$ cat src/rtl/pc_pkg.sv
// Shared widths and select encodings for the program counter.
// Build option: define PC_STALL_EN to add a stall input to pc.
package pc_pkg;

  localparam int DATA_W       = 16;
  localparam int PC_IMR_SEL_W = 1;
  localparam int PC_BR_SEL_W  = 1;

  localparam logic PC_IMR_IMM = 1'b0;
  localparam logic PC_IMR_REG = 1'b1;
  localparam logic PC_BR_SEQ  = 1'b0;
  localparam logic PC_BR_TAKE = 1'b1;

endpackage

$ cat src/rtl/pc_next.sv
// Combinational next-address selection: increment, PC-relative branch or absolute jump.
// Only bit 0 of each select is decoded; all arithmetic wraps modulo 2^DATA_W.
module pc_next
  import pc_pkg::*;
(
  input  logic [DATA_W-1:0]       pc_i,
  input  logic [DATA_W-1:0]       imm_i,
  input  logic [DATA_W-1:0]       rs_i,
  input  logic [PC_IMR_SEL_W-1:0] imr_sel_i,
  input  logic [PC_BR_SEL_W-1:0]  br_sel_i,
  output logic [DATA_W-1:0]       next_pc_o
);

  // Unselected operands are never read, so X on imm/rs cannot leak into the result.
  always_comb begin
    next_pc_o = pc_i + DATA_W'(1);
    if (br_sel_i[0] == PC_BR_TAKE) begin
      if (imr_sel_i[0] == PC_IMR_REG) begin
        next_pc_o = rs_i;
      end else begin
        next_pc_o = pc_i + imm_i;
      end
    end
  end

endmodule

$ cat src/rtl/pc.sv
// Program counter register with synchronous active-high reset.
// Build option: PC_STALL_EN adds a stall input that holds the PC and drops branches.
module pc
  import pc_pkg::*;
#(
  parameter logic [DATA_W-1:0] RESET_PC = 16'h0000
) (
  input  logic                    clock,
  input  logic                    rst,
  input  logic [DATA_W-1:0]       imm,
  input  logic [DATA_W-1:0]       rs,
  input  logic [PC_IMR_SEL_W-1:0] imr_sel,
  input  logic [PC_BR_SEL_W-1:0]  br_sel,
`ifdef PC_STALL_EN
  input  logic                    stall,
`endif
  output logic [DATA_W-1:0]       out
);

  logic [DATA_W-1:0] pc_q;
  logic [DATA_W-1:0] pc_d;
  logic [DATA_W-1:0] next_pc;

  pc_next u_pc_next (
    .pc_i      (pc_q),
    .imm_i     (imm),
    .rs_i      (rs),
    .imr_sel_i (imr_sel),
    .br_sel_i  (br_sel),
    .next_pc_o (next_pc)
  );

  always_comb begin
    pc_d = next_pc;
`ifdef PC_STALL_EN
    if (stall) begin
      pc_d = pc_q;
    end
`endif
  end

  always_ff @(posedge clock) begin
    if (rst) begin
      pc_q <= RESET_PC;
    end else begin
      pc_q <= pc_d;
    end
  end

  assign out = pc_q;

endmodule

$ cat config.mk
export PLATFORM = sky130hd
export DESIGN_NAME = pc
export DESIGN_NICKNAME = d
export VERILOG_FILES = /design/src/rtl/pc_pkg.sv /design/src/rtl/pc_next.sv /design/src/rtl/pc.sv
export SDC_FILE = /design/constraint.sdc
export NUM_CORES = 1
export LEC_CHECK = 0
export ABC_AREA = 1
export CORE_MARGIN = 5
export CORE_UTILIZATION = 45
export DETAILED_ROUTE_END_ITERATION = 12
export GPL_TIMING_DRIVEN = 0
export PLACE_DENSITY = 0.84
export SYNTH_ARGS = -nofsm -noshare
export SYNTH_HDL_FRONTEND = slang
export SYNTH_SLANG_ARGS = --single-unit
$ cat constraint.sdc
create_clock -name clock -period 1.79 [get_ports clock]
set_input_delay 0.537 -clock clock [delete_from_list [all_inputs] [get_ports clock]]
set_output_delay 0.537 -clock clock [all_outputs]
set_load 0.02 [all_outputs]
==> results of run 1 <==
==> layout make-up <==
class / instances / area, µm²
Clock buffer: 3 / 41.29
Timing Repair Buffer: 57 / 499.2
Tap cell: 50 / 62.56
Buffer: 6 / 32.53
Fill cell: 359 / 1161
Multi-Input combinational cell: 263 / 1750
Sequential cell: 16 / 334.1
Inverter: 54 / 205.2
==> worst max-delay path: stages <==
cell	delay, ns
dlygate4sd2_1	0.26
ha_4	0.26
nand2_1	0.11
inv_2	0.06
nand2_1	0.09
nand2_1	0.08
a21oi_1	0.18
nand2_1	0.07
nand2_1	0.06
nand3_1	0.09
nand2_1	0.08
a21oi_1	0.05
==> power groups by stage <==
stage / clock network, µW / logic, µW / registers (µW)
floorplan: 0 / 387 / 471
global placement: 0 / 643 / 448
detailed placement: 0 / 657 / 450
CTS: 274 / 723 / 454
global route: 291 / 891 / 462
finish: 273 / 811 / 456
==> cells in the final DEF (no fill, tap or decap), types with 2 or more instances in the layout <==
cell type	Yosys	routed
xnor2_1	3	2
a21oi_4	0	2
buf_4	0	6
nand2_1	102	81
inv_2	5	5
clkdlybuf4s50_1	0	20
o211ai_1	4	4
a21oi_2	3	6
nor2_1	40	36
o21ai_0	4	4
a21oi_1	24	19
dfxtp_1	16	7
nand3_4	0	2
inv_1	49	48
nand2_4	0	3
clkdlybuf4s15_1	0	2
nand3_1	30	25
clkbuf_2	0	6
xor2_1	3	3
nand4_1	5	5
nor3_2	0	3
nor2_2	1	4
ha_1	16	2
clkbuf_4	1	2
buf_2	2	2
nand3_2	3	6
nand2_2	3	21
nor2_4	3	4
clkbuf_8	0	3
dfxtp_2	0	8
nand3b_1	3	3
o21ai_1	3	3
clkbuf_1	2	2
ha_4	0	14
dlygate4sd2_1	0	22
==> per-stage QoR <==
step                      power [µW]  utilization [%]  area [µm²]
after floorplan                857.8                -        1967
final                           1540            71.59        2925
after detailed placement        1107            62.16        2540
after global routing            1644            71.59        2925
after global placement          1091            62.16        2540
after CTS                       1451            68.31        2791
==> routing by layer <==
layer	track usage (%)	wire, µm	part of all wire (%)	vias to the layer above
met2	43.72	3291	51	101
met4	7.573	158	2.4	0
met5	0	0	0	-
li1	-	-	-	1206
met1	27.09	2572	40	1081
met3	2.639	436	6.8	17
==> worst max-delay path by stage <==
stage	from	to	slack, ns	depth (start not counted)
6_report	imm[9]	out[14]	-0.002	12
5_1_grt	imm[0]	out[10]	-0.08	13
4_1_cts	imm[4]	out[11]	0.001	12
3_5_place_dp	imm[0]	out[14]	-0.71	13
3_3_place_gp	imm[0]	out[14]	-0.69	13
2_1_floorplan	imm[0]	out[10]	-0.03	12
==> kinds of logic after synthesis <==
kind of cell               share of synthesized area (%)
and+or+nand+nor                                    44.87
buffers and inverters                              11.93
AOI/OAI and AO/OA                                  12.64
adders and majority gates                          11.35
DFF                                                16.51
xor gates and xnor gates                           2.708
==> timing repair <==
action                                  4_1_cts  5_1_grt
buffers inserted                              1        5
cloned                                        0        0
endpoints found under the setup margin       31       11
resized for setup                            76       46
pin swaps                                    18       19
==> metrics.txt, run 1 <==
run status=finished with violations; failing checks=negative setup slack; R2R Setup Slk=roughly 0.03 ns; antenna violations before repair=0; vias in the first global route=between 2k and 2.5k; count leader, synth=nand2_1; Worst Path Max Fanout=5; Max Cap Viol=0; fin nets=454; CTS Buf Count=3; CP Capture Type=register; final setup violation count=1; H-tree depth=1; post-detail-place hpwl=roughly 4600 µm; RR Startpoint=out[0]; EDFF count, synth=0; Yosys top cell area share=19.73%; switching share of power=between 40 and 50%; combinational power share=around 53%; Clock Path Buffers=2; CTS tree=yes; Seq pwr share=29.6%; Syn Inst Count=between 300 and 400; Die W=75.67 µm; Post-synth top cells=102 x nand2_1, 49 x inv_1, 40 x nor2_1; Netlist cell types=33; worst skew pair latency=~0.25 ns; Finished Layout Cells=between 400 and 500; CP Data Required Time=about 1.9 ns; VDD IR max=about 0.32 mV; Die Ht=75.67 µm; Cell Int Power=~900 µW; placed cells=440; yosys warns=0; DRC Markers=0; pin slew with the least headroom to its limit=~0.55 ns; drt pass-1 iters=4; max reg flops=16; LEAKAGE=between 0.001 and 0.0015 µW; Pwr Density=526.4 mW/mm²; initial drt markers=180; Setup WS pre-CTS=-0.7051 ns; async set-reset flop share out of synthesis=0%; Arrival @ worst endpoint=about 1.9 ns; FF-to-FF End=out[14]; Main synth FF type=dfxtp_1; setup TNS=-0.002122 ns; global-route wire length before repair=approximately 10000 µm; Synth area leaders=nand2_1 20%, dfxtp_1 17%, ha_1 10%; HP Start=out[0]; Routed WL per cell=about 14 µm; largest net degree at the start of global routing=11; I/O pin total=between 50 and 60; Hold Vio Cnt, Final=0; kind of critical path=input pin to register; part of the Yosys area used for sequential elements=16.51%; hold depth=2; PortBufs=51; All-Layer GR Usage=23.24%; Max-slew headroom=roughly 63%; Seq cells post-synth=16; fmax=0.5580 GHz; unrepaired setup endpoints after global routing=yes; core box area=0.004086 mm²; cts-stage hold buffer count=0; CP Launch Type=input pin; final worst path period share=100.1%; Net Count, Synth=392; vias per std cell=around 5.4; max-slew violation count=0; Routed WL=approximately 6500 µm; switching pwr=between 600 and 700 µW; Initial Utilization=47.49%; Worst Hold End=out[0]; min cycle time layout=1.792 ns; top cell type by total area after synthesis=nand2_1; Hold WC Path Type=register to register; vias=around 2.4k; Root Driver=clkbuf_8; GP Congestion=0.8817; Reg2Reg Depth=12; Worst Hold Margin=~0.57 ns; die area=0.005726 mm²; share of cells above drive strength 1=26.57%; clock slew at reported path FFs=0.06 ns; Final WS setup=-0.002122 ns; Rows=23; CTS sink count=16; ANT cells=0; Worst Skew=~0.0036 ns; Synth Area per Inst=~5.7 µm²; clock power share=approximately 18%; total global routing overflow=0; remaining antenna violation count=0; Synth Cell Area=0.001941 mm²; Area growth, synth to finish=50.74%
(Power assumes the default switching activity.)
==> run 2: changes to the inputs <==
Settings changed: CAP_MARGIN set to 10.
==> results of run 2 <==
Final layout, timing and power as in run 1 (identical DEF).
==> run 3: changes to the inputs <==
Settings changed: CAP_MARGIN 10 to not set, CORE_UTILIZATION 45 to 49, PLACE_DENSITY 0.84 to 0.87.
Clock period 1.79 ns to 1.9 ns, I/O delays scaled along.
==> run 3 against run 2 <==
The run now ends clean. Sequential cell count stayed put. Non-clock buffer count rose by 1. Via count up 3.4%. Critical path type unchanged. Worst setup slack improved by 0.025 ns. Clock-buffer cell count is 1 higher. Register-to-register slack improved by 0.04 ns. First-iteration DRC count down 11%. Largest cell class unchanged.
==> metrics.txt, run 3 (synthesis results as in run 1) <==
Max-slew headroom=63.85% (was 63.22%); pin slew with the least headroom to its limit=0.5423 ns (was 0.5517 ns); clock slew at reported path FFs=0.07 ns (was 0.06 ns); LEAKAGE=0.001490 µW (was 0.001385 µW); CP Capture Type=register (unchanged); min cycle time layout=~1.9 ns; Area growth, synth to finish=51.58% (was 50.74%); I/O pin total=52 (unchanged); vias in the first global route=2477 (was 2337); Initial Utilization=51.84% (was 47.49%); Hold Vio Cnt, Final=0 (unchanged); Finished Layout Cells=449 (unchanged); unrepaired setup endpoints after global routing=yes (unchanged); CP Data Required Time=2.02 ns (was 1.92 ns); Reg2Reg Depth=12 (unchanged); largest net degree at the start of global routing=11 (unchanged); fin nets=455 (was 454); cts-stage hold buffer count=0 (unchanged); Routed WL per cell=14.69 µm (was 14.39 µm); Routed WL=6594 µm (was 6459 µm); PortBufs=51 (unchanged); final setup violation count=0 (was 1); ANT cells=0 (unchanged); initial drt markers=160 (was 180); H-tree depth=1 (unchanged); multi-input logic area=0.001712 mm² (was 0.001750 mm²); Die W=72.93 µm (was 75.67 µm); max reg flops=16 (unchanged); post-detail-place hpwl=4625 µm (was 4572 µm); share of cells above drive strength 1=23.44% (was 26.57%); Reg area=325.3 µm² (was 334.1 µm²); # fillers=267 (was 359); Worst Path Max Fanout=3 (was 5); final worst path period share=98.77%; placed cells=438 (was 440); post-layout util=78.58% (was 71.59%); run status=finished clean (was finished with violations); total global routing overflow=0 (unchanged); die area=0.005319 mm² (was 0.005726 mm²); fmax=between 0.5 and 0.6 GHz; GP Congestion=0.8531 (was 0.8817); max-slew violation count=0 (unchanged); Hold WC Path Type=register to register (unchanged); vias=2487 (was 2405); CP Launch Type=input pin (unchanged); setup TNS=0 ns (was -0.002122 ns); All-Layer GR Usage=24.37% (was 23.24%); kind of critical path=input pin to register (unchanged); CTS sink count=16 (unchanged); PnR Total Power=1503 µW (was 1540 µW); DRC Markers=0 (unchanged); core box area=0.003744 mm² (was 0.004086 mm²); antenna violations before repair=0 (unchanged); Clock Path Buffers=2 (unchanged); drt pass-1 iters=5 (was 4); global-route wire length before repair=10410 µm (was 10290 µm); most frequent cells in the layout=81 x nand2_1, 49 x inv_1, 38 x nor2_1, 26 x nand3_1, 22 x clkdlybuf4s50_1 (was 81 x nand2_1, 48 x inv_1, 36 x nor2_1, 25 x nand3_1, 22 x dlygate4sd2_1); hold depth=2 (unchanged); Die Ht=72.93 µm (was 75.67 µm); Arrival @ worst endpoint=2.00 ns (was 1.92 ns); remaining antenna violation count=0 (unchanged); CTS Buf Count=3 (unchanged); vias per std cell=5.539 (was 5.356); Max Cap Viol=0 (unchanged); Pwr Density=510.8 mW/mm² (was 526.4 mW/mm²); Root Driver=clkbuf_8 (unchanged); Rows=22 (was 23); worst skew pair latency=0.25 ns (about the same); VDD IR max=0.3974 mV (was 0.3197 mV); CTS tree=yes (unchanged); commonest non-fill, non-tap cell in the layout=nand2_1 (unchanged); Worst Hold Margin=0.6253 ns (was 0.5656 ns); Worst Skew=0.0009412 ns (was 0.003606 ns)
## run 3: area by class of cell
class | instances | area share (%)
tap | 48 | 2.042
multi-input combinational | 263 | 58.19
inverter | 54 | 6.891
buffer | 6 | 1.021
sequential | 16 | 11.06
clock buffer | 4 | 1.872
timing repair buffer | 58 | 18.93
## run 3: report_power, final
group          switching (µW)  leakage, µW  internal (µW)  total [µW]
logic                     415      0.00133            344         759
registers                62.6     0.000134            367         429
clock network             130    0.0000288            184         314
## run 3: through the flow
step,worst slack (ns),area [µm²]
floorplan,0.02436,1949
global placement,-0.5998,2520
detailed placement,-0.6700,2520
CTS,-0.06612,2790
global route,-0.02448,2942
finish,0.02330,2942
## run 3: final timing paths
| check | start | end | slack [ns] |
|---|---|---|---|
| hold reg to reg | out[13] | out[13] | 0.63 |
| setup reg to reg | out[0] | out[10] | 0.07 |
| setup / recovery | imm[0] | out[10] | 0.02 |
| hold / removal | out[13] | out[13] | 0.63 |
## run 3: what timing repair did
item,4_1_cts,5_1_grt
gates cloned,0,0
pin swaps,20,19
setup buffers,5,2
endpoints found under the hold margin,0,0
setup endpoints to repair,21,13
gates resized for setup,50,45
## run 3: critical path: stages
cell and delay (ns):
buf_2 0.12, ha_4 0.16, fa_2 0.34, nand2_2 0.08
nand2_2 0.05, nand3b_1 0.13, nand2_2 0.11, nand2_2 0.10
nand2_1 0.07, nand2_1 0.07, nand3_1 0.07, nand2_1 0.08
a21oi_1 0.05
## run 3: metal layers
metal / share of wire [%] / wire, µm / track usage, % / up-vias
li1: - / - / - / 1211
met4: 3.9 / 257 / 11.48 / 0
met2: 49 / 3255 / 44.59 / 121
met5: 0 / 0 / 0 / -
met1: 39 / 2597 / 26.78 / 1128
met3: 7.3 / 483 / 4.545 / 27
